### config.mk
export PLATFORM = sky130hd
export DESIGN_NAME = rhd_spi_slave_emulator_flat
export DESIGN_NICKNAME = d
export VERILOG_FILES = /design/src/rtl/rhd_spi_if.sv /design/src/rtl/rhd_spi_slave_emulator.sv /design/src/flat_wrapper.sv
export SDC_FILE = /design/constraint.sdc
export NUM_CORES = 1
export LEC_CHECK = 0
export CAP_MARGIN = 0
export CORE_MARGIN = 1
export CORE_UTILIZATION = 55
export CTS_CLUSTER_SIZE = 30
export DETAILED_ROUTE_END_ITERATION = 8
export GPL_TIMING_DRIVEN = 0
export HOLD_SLACK_MARGIN = 0.12
export PLACE_DENSITY_LB_ADDON = 0.12
export SKIP_CTS_REPAIR_TIMING = 1
export SYNTH_ARGS = -nofsm -noshare
export SYNTH_HDL_FRONTEND = slang
export SYNTH_SLANG_ARGS = --single-unit
### constraint.sdc
create_clock -name clk -period 2.3 [get_ports clk]
set_input_delay 0.46 -clock clk [delete_from_list [all_inputs] [get_ports clk]]
set_output_delay 0.46 -clock clk [all_outputs]
set_load 0.02 [all_outputs]
### src/rtl/rhd_spi_if.sv
// SPI pin bundle between an RHD-style SPI master and the chip (or its emulator).
interface rhd_spi_if;
    logic SCLK;
    logic CS;
    logic MOSI;
    logic MISO;

    modport master (output SCLK, output CS, output MOSI, input MISO);
    modport slave  (input SCLK, input CS, input MOSI, output MISO);
endinterface

### src/rtl/rhd_spi_slave_emulator.sv
// RHD2000-style SPI responder: oversampled pins, 32-bit frames, results returned two frames later.
module rhd_spi_slave_emulator #(
    parameter int unsigned NUM_RW  = 40,
    parameter logic [7:0]  CHIP_ID = 8'h01
) (
    input  logic        clk,
    input  logic        rstn,
    rhd_spi_if.slave    spi,
    input  logic [15:0] sample_in,
    output logic        conv_valid,
    output logic [5:0]  conv_chan,
    output logic        cal_pulse,
    output logic        frame_done,
    output logic        frame_err,
    output logic [15:0] cmd_out
);

    localparam int unsigned FRAME_BITS = 32;
    localparam int unsigned CNT_W      = 6;
    localparam int unsigned ADDR_W     = 6;
    localparam logic [CNT_W-1:0] CNT_FULL = CNT_W'(FRAME_BITS);
    localparam logic [CNT_W-1:0] CNT_SAT  = CNT_W'(FRAME_BITS + 1);

    typedef enum logic [1:0] {IDLE, SHIFT, DECODE} state_t;

    state_t                  state;
    logic [2:0]              sclk_sync;
    logic [2:0]              cs_sync;
    logic [1:0]              mosi_sync;
    logic [FRAME_BITS-1:0]   rx;
    logic [FRAME_BITS-1:0]   tx;
    logic [FRAME_BITS-1:0]   pipe_a;
    logic [FRAME_BITS-1:0]   pipe_b;
    logic [CNT_W-1:0]        bit_cnt;
    logic                    cs_pend;
    logic                    miso;
    logic [7:0]              regs [NUM_RW];

    logic                    sclk_rise;
    logic                    sclk_fall;
    logic                    cs_rise;
    logic                    cs_fall;
    logic [15:0]             cmd;
    logic [ADDR_W-1:0]       addr;
    logic [7:0]              data;
    logic [FRAME_BITS-1:0]   result;
    logic                    is_conv;
    logic                    is_cal;
    logic                    do_write;

    assign spi.MISO = miso;

    // Edges come from the 2nd/3rd synchronizer stages, so MOSI is taken from its 2nd stage too.
    assign sclk_rise = sclk_sync[1] & ~sclk_sync[2];
    assign sclk_fall = ~sclk_sync[1] & sclk_sync[2];
    assign cs_rise   = cs_sync[1] & ~cs_sync[2];
    assign cs_fall   = ~cs_sync[1] & cs_sync[2];

    // Command decode and result for the frame held in rx.
    always_comb begin
        cmd      = rx[31:16];
        addr     = cmd[13:8];
        data     = cmd[7:0];
        result   = '0;
        is_conv  = 1'b0;
        is_cal   = 1'b0;
        do_write = 1'b0;
        case (cmd[15:14])
            2'b00: begin
                is_conv = 1'b1;
                result  = {16'h0, sample_in};
            end
            2'b01: is_cal = (cmd[15:8] == 8'h55);
            2'b10: begin
                do_write = (32'(addr) < NUM_RW);
                result   = {16'h0, 8'hFF, data};
            end
            default: begin
                if (32'(addr) < NUM_RW) begin
                    result = {24'h0, regs[addr]};
                end else if (addr == 6'd63) begin
                    result = {24'h0, CHIP_ID};
                end
            end
        endcase
    end

    // CS synchronizer resets low so a frame only starts on a real CS falling edge after reset.
    always_ff @(posedge clk or negedge rstn) begin
        if (!rstn) begin
            state      <= IDLE;
            sclk_sync  <= '0;
            cs_sync    <= '0;
            mosi_sync  <= '0;
            rx         <= '0;
            tx         <= '0;
            pipe_a     <= '0;
            pipe_b     <= '0;
            bit_cnt    <= '0;
            cs_pend    <= 1'b0;
            miso       <= 1'b0;
            conv_valid <= 1'b0;
            conv_chan  <= '0;
            cal_pulse  <= 1'b0;
            frame_done <= 1'b0;
            frame_err  <= 1'b0;
            cmd_out    <= '0;
            for (int i = 0; i < int'(NUM_RW); i++) begin
                regs[i] <= '0;
            end
        end else begin
            sclk_sync  <= {sclk_sync[1:0], spi.SCLK};
            cs_sync    <= {cs_sync[1:0], spi.CS};
            mosi_sync  <= {mosi_sync[0], spi.MOSI};
            conv_valid <= 1'b0;
            cal_pulse  <= 1'b0;
            frame_done <= 1'b0;
            frame_err  <= 1'b0;
            case (state)
                IDLE: begin
                    miso <= 1'b0;
                    if (cs_fall || cs_pend) begin
                        cs_pend <= 1'b0;
                        tx      <= pipe_b;
                        miso    <= pipe_b[31];
                        bit_cnt <= '0;
                        state   <= SHIFT;
                    end
                end
                SHIFT: begin
                    if (cs_rise) begin
                        miso <= 1'b0;
                        if (bit_cnt == CNT_FULL) begin
                            state <= DECODE;
                        end else begin
                            frame_err <= 1'b1;
                            state     <= IDLE;
                        end
                    end else if (sclk_rise) begin
                        rx <= {rx[30:0], mosi_sync[1]};
                        if (bit_cnt != CNT_SAT) begin
                            bit_cnt <= bit_cnt + CNT_W'(1);
                        end
                    end else if (sclk_fall && (bit_cnt != '0)) begin
                        tx   <= {tx[30:0], 1'b0};
                        miso <= tx[30];
                    end
                end
                DECODE: begin
                    miso       <= 1'b0;
                    cs_pend    <= cs_fall;
                    pipe_b     <= pipe_a;
                    pipe_a     <= result;
                    cmd_out    <= cmd;
                    frame_done <= 1'b1;
                    if (is_conv) begin
                        conv_valid <= 1'b1;
                        conv_chan  <= addr;
                    end
                    if (is_cal) begin
                        cal_pulse <= 1'b1;
                    end
                    if (do_write) begin
                        regs[addr] <= data;
                    end
                    state <= IDLE;
                end
                default: state <= IDLE;
            endcase
        end
    end

endmodule

### src/flat_wrapper.sv
// flat-port wrapper written by rule: the top's interface ports become plain ports
module rhd_spi_slave_emulator_flat 
#(
    parameter int unsigned NUM_RW  = 40,
    parameter logic [7:0]  CHIP_ID = 8'h01
)
  (clk, rstn, sample_in, conv_valid, conv_chan, cal_pulse, frame_done, frame_err, cmd_out, spi_SCLK, spi_CS, spi_MOSI, spi_MISO);
  rhd_spi_if spi_i ();
  input  logic clk;
  input  logic rstn;
  input  logic [15:0] sample_in;
  output logic conv_valid;
  output logic [5:0] conv_chan;
  output logic cal_pulse;
  output logic frame_done;
  output logic frame_err;
  output logic [15:0] cmd_out;
  input wire logic [$bits(spi_i.SCLK)-1:0] spi_SCLK;
  input wire logic [$bits(spi_i.CS)-1:0] spi_CS;
  input wire logic [$bits(spi_i.MOSI)-1:0] spi_MOSI;
  output wire logic [$bits(spi_i.MISO)-1:0] spi_MISO;
  assign spi_i.SCLK = spi_SCLK;
  assign spi_i.CS = spi_CS;
  assign spi_i.MOSI = spi_MOSI;
  assign spi_MISO = spi_i.MISO;
  rhd_spi_slave_emulator #(.NUM_RW(NUM_RW), .CHIP_ID(CHIP_ID)) u_core (.clk(clk), .rstn(rstn), .spi(spi_i), .sample_in(sample_in), .conv_valid(conv_valid), .conv_chan(conv_chan), .cal_pulse(cal_pulse), .frame_done(frame_done), .frame_err(frame_err), .cmd_out(cmd_out));
endmodule
Word level (Yosys, flattened, before mapping). Cells that the tools add are included.

Register bits after elaboration: 491. Output and inout port bits: 27.

Add/subtract/negate cells: 1. Magnitude comparators: 3. Equal/unequal tests: 17. Muxes and demuxes: 41. Bitwise operators: 10. Reductions and logical operators: 17.

Operators with widths (number): $bwmux 320 (1); $mux 31 (4); $pmux 32 s3 (1); $pmux 31 s2 (1); $bmux 8 s6 (1); $demux 8 s6 (1); $mux 32 (1); $mux 6 (4); $mux 8 (3); $mux 1 (17); $eq 6x6->1 const B (2); $pmux 6 s2 (1); $ne 2x1->1 const B (5); $reduce_and 5->1 (2); $eq 8x7->1 const B (1); $reduce_and 2->1 (4); $ge 7x7->1 const B (1); $lt 7x1->1 const B (1); $not 6->7 (1); $add 6x1->6 const B (1); $lt 6x6->1 const B (1); $mux 2 (3); $ne 6x6->1 const B (1); $reduce_and 3->1 (2); other kinds (16) (29).

Longest topological paths before layout.
Depth in word-level cells: 7. Mapped depth: 10.

Worst setup path before layout. No wires, ideal clock.

Path type: register to register. Start: register u_core.rx[25]. End: register u_core.pipe_a[3]. Setup time: 0.126 ns. Data arrival time: 1.860 ns. Path slack: 0.314 ns. Stages on the path, launching flop included: 9. Path buffers: 2. Cells stage by stage: dfrtp_1 > buf_6 > buf_2 > mux2_2 > a221oi_1 > o22ai_1 > a22oi_1 > a21oi_1 > a221o_1.

Word-level cells in the longest chain between the ends: 6. Elaborated cells on any way between the ends: 7. Classes of those cells: order compare (1); mux (5); bitwise (1).

Ends and longest elaborated chain: start: declaration (RTL line rhd_spi_slave_emulator.sv:30) `logic [FRAME_BITS-1:0] rx;`; start signal: assignment (RTL line rhd_spi_slave_emulator.sv:140) `rx <= {rx[30:0], mosi_sync[1]};`; $not 6->7 (implied by the code) (RTL line rhd_spi_slave_emulator.sv:80) `result = {24'h0, regs[addr]};`; $bmux 8 s6 (RTL line rhd_spi_slave_emulator.sv:80); $mux 8 (implied by the code) (2 in series) (RTL line rhd_spi_slave_emulator.sv:80); $mux 32 (*) (RTL line rhd_spi_slave_emulator.sv:79) `if (32'(addr) < NUM_RW) begin`; $pmux 32 s3 (*) (RTL line rhd_spi_slave_emulator.sv:68) `case (cmd[15:14])`; end signal: assignment (RTL line rhd_spi_slave_emulator.sv:153) `pipe_a <= result;`; end: declaration (RTL line rhd_spi_slave_emulator.sv:32) `logic [FRAME_BITS-1:0] pipe_a;`.

Mark *: on every way between the ends. The rest lies on a longest branch, timed or not. The select of a mux whose other input is x is not followed. A chain may end at the register's enable or synchronous reset.

Worst setup path after layout.
Start: register u_core.rx[26]. End: register u_core.pipe_a[1].

Same word-level chain as after synthesis.

==> flow_summary.yaml <==
outcome:
  outcome: "finished, violations left"
  violations: "setup timing"
drt:
  post-route-drc-count: 0
  vias: 14200
  wl_per_cell_um: 27.9
  ant_nets: 0
  wl_mm: 61.5
  drtIter0Drc: 1459
  vias_per_cell: 6.45
  drtPass1Iterations: 9
synth:
  synth_cells: 1583
  synth.distinct_cells: 72
  synth_seq_cells: 459
  synth_area_per_cell_um2: 13.0
  yosysWarnings: 0
  synth_edf_count: 0
  syn_area_mm2: 0.0205
  synthFlopType: "dfrtp_1"
  yosysSeqAreaShare_pct: 56.0
  synthArstFlopShare_pct: 100
  syn_nets: 1607
sta:
  finalSetupViolations: 16
  setup_ws_ns: -0.216
  finalHoldViolCount: 0
  fmax_mhz: 397
  skew_ns: 0.0217
  grt_setup_unrepaired: "yes"
  max_slew.worst_pin.slew_ns: 0.871
  min_period_ns: 2.52
  finalMaxSlewViolations: 0
  post-route-period-util_pct: 109
  slew_headroom_pct: 41.9
floorplan:
  placementRows: 70
  dieArea_mm2: 0.0381
  ios: 48
  fp.dieH_um: 195
  initial_core_util_pct: 56.0
  dieWidth_um: 195
  core-area_mm2: 0.0366
placement:
  gp_congestion: 0.980
  dp_slack_ns: -0.946
  port_buffers: 47
  dp.cells: 2102
  hpwlAfterDp_mm: 40.9
  placed_area_mm2: 0.0217
global_routing:
  grt_pass1_wl_mm: 92.1
  gr-total-overflow: 0
  grt_max_degree: 126
  grtUsageTotal_pct: 33.1
  grt_pass1_vias: 14200
  antenna_found_initial: 0
critical_path:
  worstPathCellList: "buf_4 > buf_12 > buf_12 > buf_12 > a221o_1 > a222oi_1 > o22ai_1 > o31a_1"
  worstPathRequired_ns: 2.77
  crit_arrival_ns: 2.99
  end_kind: "flop"
  crit_fanout: 10
  cpPeakStageDelay_ns: 0.62
  crit_type: "reg -> reg"
  crit_path_top_delay_cell: "a222oi_1"
  start_kind: "flop"
  crit_path_frequent_cell: "buf_12"
final_layout:
  drive_gt1_share_pct: 37.4
  finish.instance_area_mm2: 0.0241
  fin_nets: 1722
  antenna_cells: 0
  final_util_pct: 65.9
  area_growth_pct: 17.7
  final_cell_count_no_fill: 2206
  num-fill-cells: 2745
  final_cell_mix: "dfrtp_1, mux2_2, nand2_1"
  layout_commonest_cell: "dfrtp_1"
cts:
  cts_max_level: 2
  insertion_delay_ns: 0.59
  clock_sinks: 459
  cts_buffers: 50
  cts_tree: "done"
  clk_pin_slew_worst_paths_ns: 0.06
  cts.path.max_buffers: 3
  ctsRootBufferMaster: "clkbuf_16"
power_and_ir_drop:
  p_leak_nw: 11.6
  ir_drop_v: 0.000618
  power_w: 0.0176
  p_per_area_mw_per_mm2: 731
flow_run:
  cap_viol_max_count: 0
worst_hold_path:
  hold_path.class: "in -> async"
==> through the flow <==
stage	hold slack (ns)	setup TNS, ns
after floorplan	0.164	0
after global placement	0.343	-8889.23
after detailed placement	0.306	-70.76
after CTS	-0.323	-79.44
after global routing	0.296	-1.60
final	0.296	-1.31
==> per-layer routing <==
metal | share of wire (%) | vias to the layer above | wire (um) | GRT usage (%)
met5 | 0 | - | 0 | 0
met4 | 4.7 | 0 | 2870 | 18.8
met3 | 8.9 | 183 | 5500 | 7.10
met2 | 47 | 733 | 28700 | 50.6
met1 | 40 | 7366 | 24500 | 44.0
li1 | - | 5954 | - | -
==> synthesized netlist by cell type, types with 6 or more instances <==
master,instances,share of area (%)
o31ai_1,8,0.29
mux2_1,19,1.0
nor2_2,6,0.18
buf_1,8,0.15
nor2_1,43,0.79
buf_4,7,0.26
o21ai_0,27,0.66
nand2_2,25,0.76
nor3_2,8,0.39
mux2_2,373,20
a22oi_1,27,0.99
o22ai_1,12,0.37
buf_2,25,0.61
mux4_2,24,2.6
a221oi_1,28,1.2
clkbuf_1,64,1.2
a22o_1,6,0.26
nand3_1,25,0.61
nor2b_1,10,0.31
a31oi_1,22,0.67
nand2_1,200,3.7
dfrtp_1,459,56
mux2i_1,31,1.5
o2bb2ai_1,6,0.26
a21oi_1,26,0.63
==> worst paths after layout <==
| check | start | endpoint | slack [ns] | depth (start not counted) |
|---|---|---|---|---|
| min in group clk | spi_SCLK | u_core.sclk_sync[0] | 0.32 | 1 |
| worst max-delay path | u_core.rx[26] | u_core.pipe_a[1] | -0.22 | 8 |
| worst min register to register | u_core.sclk_sync[0] | u_core.sclk_sync[1] | 0.35 | 0 |
| worst min-delay path | rstn | u_core.tx[22] | 0.30 | 2 |
| worst max register to register | u_core.rx[26] | u_core.pipe_a[1] | -0.22 | 8 |
| max in group asynchronous | rstn | u_core.regs[181] | 0.63 | 4 |
==> worst max-delay path: cells and delay by family, from the launching register on <==
| family | cells | cell delay (ns) |
|---|---|---|
| AOI/OAI and AO/OA | 4 | 1.31 |
| DFF | 1 | 0.36 |
| buffers and inverters | 4 | 0.69 |
==> where the power goes <==
group / switching [W] / internal [W] / total, W
logic: 0.000573 / 0.000316 / 0.000889
clock network: 0.00335 / 0.00488 / 0.00823
registers: 0.000164 / 0.00836 / 0.00852
==> flip-flops by register name, indices dropped and copies added (netlist names), 6 cells and up <==
register / flops
u_core.rx: 32
u_core.regs: 320
u_core.cmd_out: 16
u_core.pipe_b: 16
u_core.tx: 31
u_core.pipe_a: 16
u_core.bit_cnt: 6
u_core.conv_chan: 6
==> kinds of logic after synthesis <==
group	share of synthesized area [%]
compound gates	6.48
xor+xnor	0.171
fa+ha+maj	0.183
buf+inv	2.59
flops	56.0
mux	26.3
simple gates	8.28
==> layout make-up <==
cell class	instances	area, um^2	share of cell area [%]
flip-flops and latches	459	11500	47.6
multi-input cells	1008	8800	36.5
clock buffers	70	1500	6.21
repair buffers	67	808	3.35
plain buffers	104	706	2.92
well taps	468	586	2.43
clock inverters	22	206	0.856
inverters	8	33.8	0.140
Note: power is estimated with default switching activity, not from simulation.
